--- src/rtl/shift_register_universal.sv ---
// Universal W-bit shift register: shift right/left with optional rotate, parallel load,
// synchronous clear, and a shift counter that pulses word_valid on every completed W-bit word.
module shift_register_universal #(
  parameter int W = 8,
  localparam int CW = (W > 2) ? $clog2(W) : 1
) (
  input  logic          clk,
  input  logic          reset,
  input  logic          sclr,
  input  logic          en,
  input  logic [1:0]    mode,
  input  logic          rotate,
  input  logic          sin,
  input  logic [W-1:0]  pin,
  output logic [W-1:0]  pout,
  output logic          sout,
  output logic [CW-1:0] count,
  output logic          word_valid
);

  localparam logic [1:0] MODE_HOLD  = 2'b00;
  localparam logic [1:0] MODE_RIGHT = 2'b01;
  localparam logic [1:0] MODE_LEFT  = 2'b10;
  localparam logic [1:0] MODE_LOAD  = 2'b11;

  localparam logic [CW-1:0] COUNT_LAST = CW'(W - 1);

  logic [W-1:0]  pout_q, pout_d;
  logic [CW-1:0] count_q, count_d;
  logic          word_valid_q, word_valid_d;
  logic          right_in;
  logic          left_in;
  logic          shifting;

  // In rotate mode the bit leaving one end re-enters at the other.
  assign right_in = rotate ? pout_q[0]   : sin;
  assign left_in  = rotate ? pout_q[W-1] : sin;
  assign shifting = (mode == MODE_RIGHT) || (mode == MODE_LEFT);

  always_comb begin
    pout_d       = pout_q;
    count_d      = count_q;
    word_valid_d = 1'b0;
    if (sclr) begin
      pout_d  = '0;
      count_d = '0;
    end else if (en) begin
      case (mode)
        MODE_RIGHT: pout_d = {right_in, pout_q[W-1:1]};
        MODE_LEFT:  pout_d = {pout_q[W-2:0], left_in};
        MODE_LOAD: begin
          pout_d  = pin;
          count_d = '0;
        end
        default:    pout_d = pout_q;
      endcase
      // Counter runs across direction changes; it wraps on the W-th shift.
      if (shifting) begin
        if (count_q == COUNT_LAST) begin
          count_d      = '0;
          word_valid_d = 1'b1;
        end else begin
          count_d = count_q + CW'(1);
        end
      end
    end
  end

  always_ff @(posedge clk or posedge reset) begin
    if (reset) begin
      pout_q       <= '0;
      count_q      <= '0;
      word_valid_q <= 1'b0;
    end else begin
      pout_q       <= pout_d;
      count_q      <= count_d;
      word_valid_q <= word_valid_d;
    end
  end

  always_comb begin
    case (mode)
      MODE_RIGHT: sout = pout_q[0];
      MODE_LEFT:  sout = pout_q[W-1];
      default:    sout = 1'b0;
    endcase
  end

  assign pout       = pout_q;
  assign count      = count_q;
  assign word_valid = word_valid_q;

endmodule

--- config.mk ---
export PLATFORM = sky130hd
export DESIGN_NAME = shift_register_universal
export DESIGN_NICKNAME = d
export VERILOG_FILES = /design/src/rtl/shift_register_universal.sv
export SDC_FILE = /design/constraint.sdc
export NUM_CORES = 1
export LEC_CHECK = 0
export BUFFER_PORTS_ARGS = -buffer_cell sky130_fd_sc_hd__buf_2
export CAP_MARGIN = 20
export CORE_MARGIN = 2
export CORE_UTILIZATION = 35
export DETAILED_ROUTE_END_ITERATION = 12
export HOLD_SLACK_MARGIN = 0.12
export PLACE_DENSITY = 0.68
export SKIP_CTS_REPAIR_TIMING = 1
export SLEW_MARGIN = 10
export SYNTH_ARGS = -nofsm -noshare
export SYNTH_HDL_FRONTEND = slang
export SYNTH_SLANG_ARGS = --single-unit
--- constraint.sdc ---
create_clock -name clk -period 1.5 [get_ports clk]
set_input_delay 0.3 -clock clk [delete_from_list [all_inputs] [get_ports clk]]
set_output_delay 0.3 -clock clk [all_outputs]
set_load 0.005 [all_outputs]
---- Word level (Yosys, flattened, before mapping) ----
Cells that the tools add are included.
cells by class
  $add $sub $neg .......................... 1
  muxes and demuxes ....................... 15
  eq/ne operators ......................... 4
  reduce and logical (&&, ||, !) cells .... 6
operators by type and width
  operator               number
  $pmux W8 S3            1
  $mux W8                2
  $mux W3                5
  $mux W1                6
  $eq A2 B2 Y1 const B   2
  $reduce_and A2 Y1      2
  $reduce_bool A4 Y1     1
  $add A3 B1 Y3 const B  1
  $eq A3 B3 Y1 const B   1
  $reduce_bool A3 Y1     1
  $eq A2 B1 Y1 const B   1
  $pmux W1 S2            1
  $reduce_bool A2 Y1     1
  $logic_or A1 B1 Y1     1
word-level totals
  word-level logic and storage cells ...... 29
  flip-flop bits (word level) ............. 12
  input bits .............................. 16
  output and inout port bits .............. 13

---- Logic depth before layout (Yosys ltp) ----
  word-level depth ........................ 5
  gate-level depth with buffers ........... 6
  depth with buffers taken out ............ 5

---- Worst setup path after synthesis ----
No wires, ideal clock.
  kind .................................... input port to flip-flop
  from .................................... input mode[0]
  to ...................................... register pout_q[2] (netlist: pout[2])
  data required time ...................... 1401 ps
  setup slack ............................. 203 ps
  library setup time ...................... 99 ps
  arrival ................................. 1198 ps
  stages .................................. 5
  path buffers ............................ 1
  cell sequence ........................... inv_1 > ha_1 > o31a_4 > buf_6 > a311oi_1
between the ends
  cells in the longest elaborated chain, start to end .. 4
  elaborated cells between the ends (all ways) .. 8
  classes of those cells .................. eq/ne (3); mux (3); reduce/logical (2)
ends and longest elaborated chain
  element                                       line  RTL
  start: declaration                            11    input logic [1:0] mode,
  $eq A2 B2 Y1 or $eq A2 B1 Y1 (tied branches)  48    case (mode)
  $pmux W8 S3                                   48
  $mux W8                                       47    end else if (en) begin
  $mux W8                                       44    if (sclr) begin
  end signal: assignment                        75    pout_q <= pout_d;
  end: declaration                              28    logic [W-1:0] pout_q, pout_d;
Several ways; a longest one is shown, not always the timed one. The select of a mux whose other input is x is not followed.
A chain may end at the register's enable or synchronous reset.

---- Final worst setup path ----
  from .................................... register pout_q[7] (netlist: pout[7])
  to ...................................... output sout
between the ends
  cells in the longest elaborated chain, start to end .. 1
ends and longest elaborated chain
  element           line  RTL
  $pmux W1 S2       82    case (mode)
  end: declaration  16    output logic sout,
Every way passes these cells.

==> impl_metrics.csv <==
group,metric,value,unit
placement,io_buffer_count,28,
die,die_y,50.2,um
global_route,grt_pass1_vias,651,
sta,hold_violations,0,
detailed_routing,firstDrtPassIters,4,
clock_network,htree_levels,1,
synth,syn-instance-count,78,
pwr,power_switching,0.000244,W
detailed_routing,vias_per_cell,5.22,
synth,synth_fp_nets,100,
die,io_pins,29,
sta,timing.slew.headroom,0.684,
detailed_routing,routed_wl,1750,um
clock_network,clock_sinks,12,
finish,area_delta_synth_final,30.7,%
setup_path,critPathCapture,"sout",
pwr,pwr-share-comb,0.213,
clock_network,clk_pin_slew,0.09,ns
synth,yosysSeqAreaShare,0.403,
sta,finClkSkew,0.00462,ns
setup_path,required,1.20,ns
sta,tightestPinTransition,0.474,ns
job,maxCapViolCount,0,
finish,seq_area,300,um2
setup_path,cp-end-kind,"primary output",
setup_path,critPathLaunchType,"register",
sta,fin_crit,1.37,ns
run_status,status,"finished, final reports clean",
pwr,swShare,0.296,
finish,multi_input_area,402,um2
setup_path,crit_start,"pout[7]$_DFFE_PP0P_",
setup_path,crit_fanout,5,
finish,diodes,0,
clock_network,numCtsBuffers,3,
finish,final_util,0.492,
finish,fillers,200,
global_route,grt_use_total,0.157,
global_route,grt_max_degree,19,
synth,yosys.area.top_type,"dfrtp_1",
setup_path,arrival,1.07,ns
placement,dp_hpwl,1290,um
clock_network,insertion_delay,0.29,ns
global_route,grt_pass1_wl,2910,um
finish,stdcell_count,138,
clock_network,cts_buffer_depth,2,
clock_network,cts_tree,"done",
sta,slew_violations,0,
pwr,p_per_area,845,nW/um2
synth,ys_ff_latch,12,
synth,synth_cell_types,18,
clock_network,clockRootBuffer,"clkbuf_4",
setup_path,worstSetupPathType,"reg2out",
pwr,power_leakage,0.492,nW
global_route,antenna_found_initial,0,
die,core_area,1980,um2
die,fp.dieW,50.2,um
die,die_area,2520,um2
placement,gp_congestion,0.755,
setup_path,rrSetupSlack,0.34,ns
die,rows,16,
detailed_routing,wl_per_cell,12.6,um
synth,avgSynthCellArea,9.56,um2
pwr,pwr-share-clk,0.336,
detailed_routing,first_iter_violations,13,
setup_path,reg2reg_depth,5,
sta,fin_crit_sh,0.912,
setup_path,r2r_end,"count[0]$_DFFE_PP0P_",
synth,yosys-top-cells-area,"dfrtp_1, ha_1, a311oi_1",
finish,drive_gt1_frac,0.369,
synth,ys_warn_count,0,
worst_hold_path,min-delay-path-class,"in2reg",
global_route,gr-total-overflow,0,
pwr,seq_power_share,0.450,
pwr,ir_worst_vdd,0.000362,V
sta,rsz0062_at_grt,"false",
detailed_routing,drc,0,
sta,setup_viol,0,
detailed_routing,detail-route-antenna-nets,0,
synth,yosysTopAreaCellShare,0.403,
finish,nNetsFinal,134,
die,start_util,0.376,
setup_path,r2r_start,"count[0]$_DFFE_PP0P_",
synth,netlist_area,746,um2
placement,placed_cells,133,
detailed_routing,vias,721,
sta,max_freq,731,MHz
pwr,p_int,0.000580,W
==> power by group through the flow <==
stage | Sequential [W] | Combinational (W) | Clock [W]
2_1_floorplan | 0.000376 | 0.000104 | 0
3_3_place_gp | 0.000377 | 0.000172 | 0
3_5_place_dp | 0.000378 | 0.000175 | 0
4_1_cts | 0.000371 | 0.000176 | 0.000282
5_1_grt | 0.000376 | 0.000196 | 0.000295
6_report | 0.000371 | 0.000176 | 0.000277
==> registers in the layout (all words and copies together), names as in the netlist <==
signal,flops
word_valid,1
count,3
pout,8
==> layout make-up <==
type / count / share of cell area
multi-input combinational: 57 / 0.412
sequential: 12 / 0.308
tap: 27 / 0.0347
clock buffer: 4 / 0.0372
timing repair buffer: 34 / 0.193
inverter: 4 / 0.0154
==> Yosys cell counts, drive strengths merged <==
library cell	instances
dfrtp	12
a22oi	9
mux2	2
clkbuf	2
nor3	6
nor2	5
o21ai	3
a21oi	3
buf	3
a311oi	8
inv	4
and3b	1
nor2b	2
o31a	1
ha	6
nand2	11
==> worst min path at each step <==
stage,start,endpoint,slack [ns],cells after the start
after floorplan,reset,count[0]$_DFFE_PP0P_,0.16,1
after global placement,reset,word_valid$_DFF_PP0_,0.34,2
after detailed placement,reset,word_valid$_DFF_PP0_,0.35,2
after CTS,reset,word_valid$_DFF_PP0_,0.03,2
after global routing,pin[7],pout[7]$_DFFE_PP0P_,0.39,3
final,pin[7],pout[7]$_DFFE_PP0P_,0.37,3
==> logic make-up after synthesis <==
kind of cell | Yosys count | synth area share
and+or+nand+nor | 25 | 0.159
AOI/OAI and AO/OA | 24 | 0.248
DFF | 12 | 0.403
buffers and inverters | 9 | 0.0587
adders and majority gates | 6 | 0.101
muxes | 2 | 0.0302
==> worst max-delay path, stage by stage, from the launching register on <==
cell	delay [ns]
dfrtp_1	0.44
a22oi_1	0.17
nor2_1	0.05
buf_2	0.12
==> per-layer routing <==
metal / global-route usage / share of wire / vias up
met5: 0 / 0 / -
met4: 0.0833 / 0.021 / 0
met3: 0.0476 / 0.065 / 3
met2: 0.235 / 0.45 / 23
met1: 0.201 / 0.47 / 335
li1: - / - / 360
==> placed cells by master, fill, tap and decap left out <==
master	count
and3b_1	1
clkbuf_8	1
clkbuf_4	3
nor2b_1	2
a311oi_1	8
nand2_1	11
nor2_1	4
buf_4	5
inv_1	4
dlygate4sd3_1	1
mux2_2	2
o21ai_0	3
o31a_4	1
ha_1	6
a22oi_1	9
buf_2	28
dfrtp_1	12
a21oi_1	3
nor3_1	6
nor2_4	1
==> metrics by stage <==
step	setup slack, ns	power, W	hold slack [ns]	TNS [ns]	instance area [um2]
finish	0.133	0.000824	0.372	0	975
global placement	0.0272	0.000549	0.342	0	928
floorplan	0.203	0.000479	0.165	0	746
CTS	0.119	0.000829	0.0259	0	965
global route	0.0757	0.000867	0.387	0	975
detailed placement	-0.0117	0.000553	0.347	-0.0173	928
No activity file was read; power rests on OpenSTA's default activity.
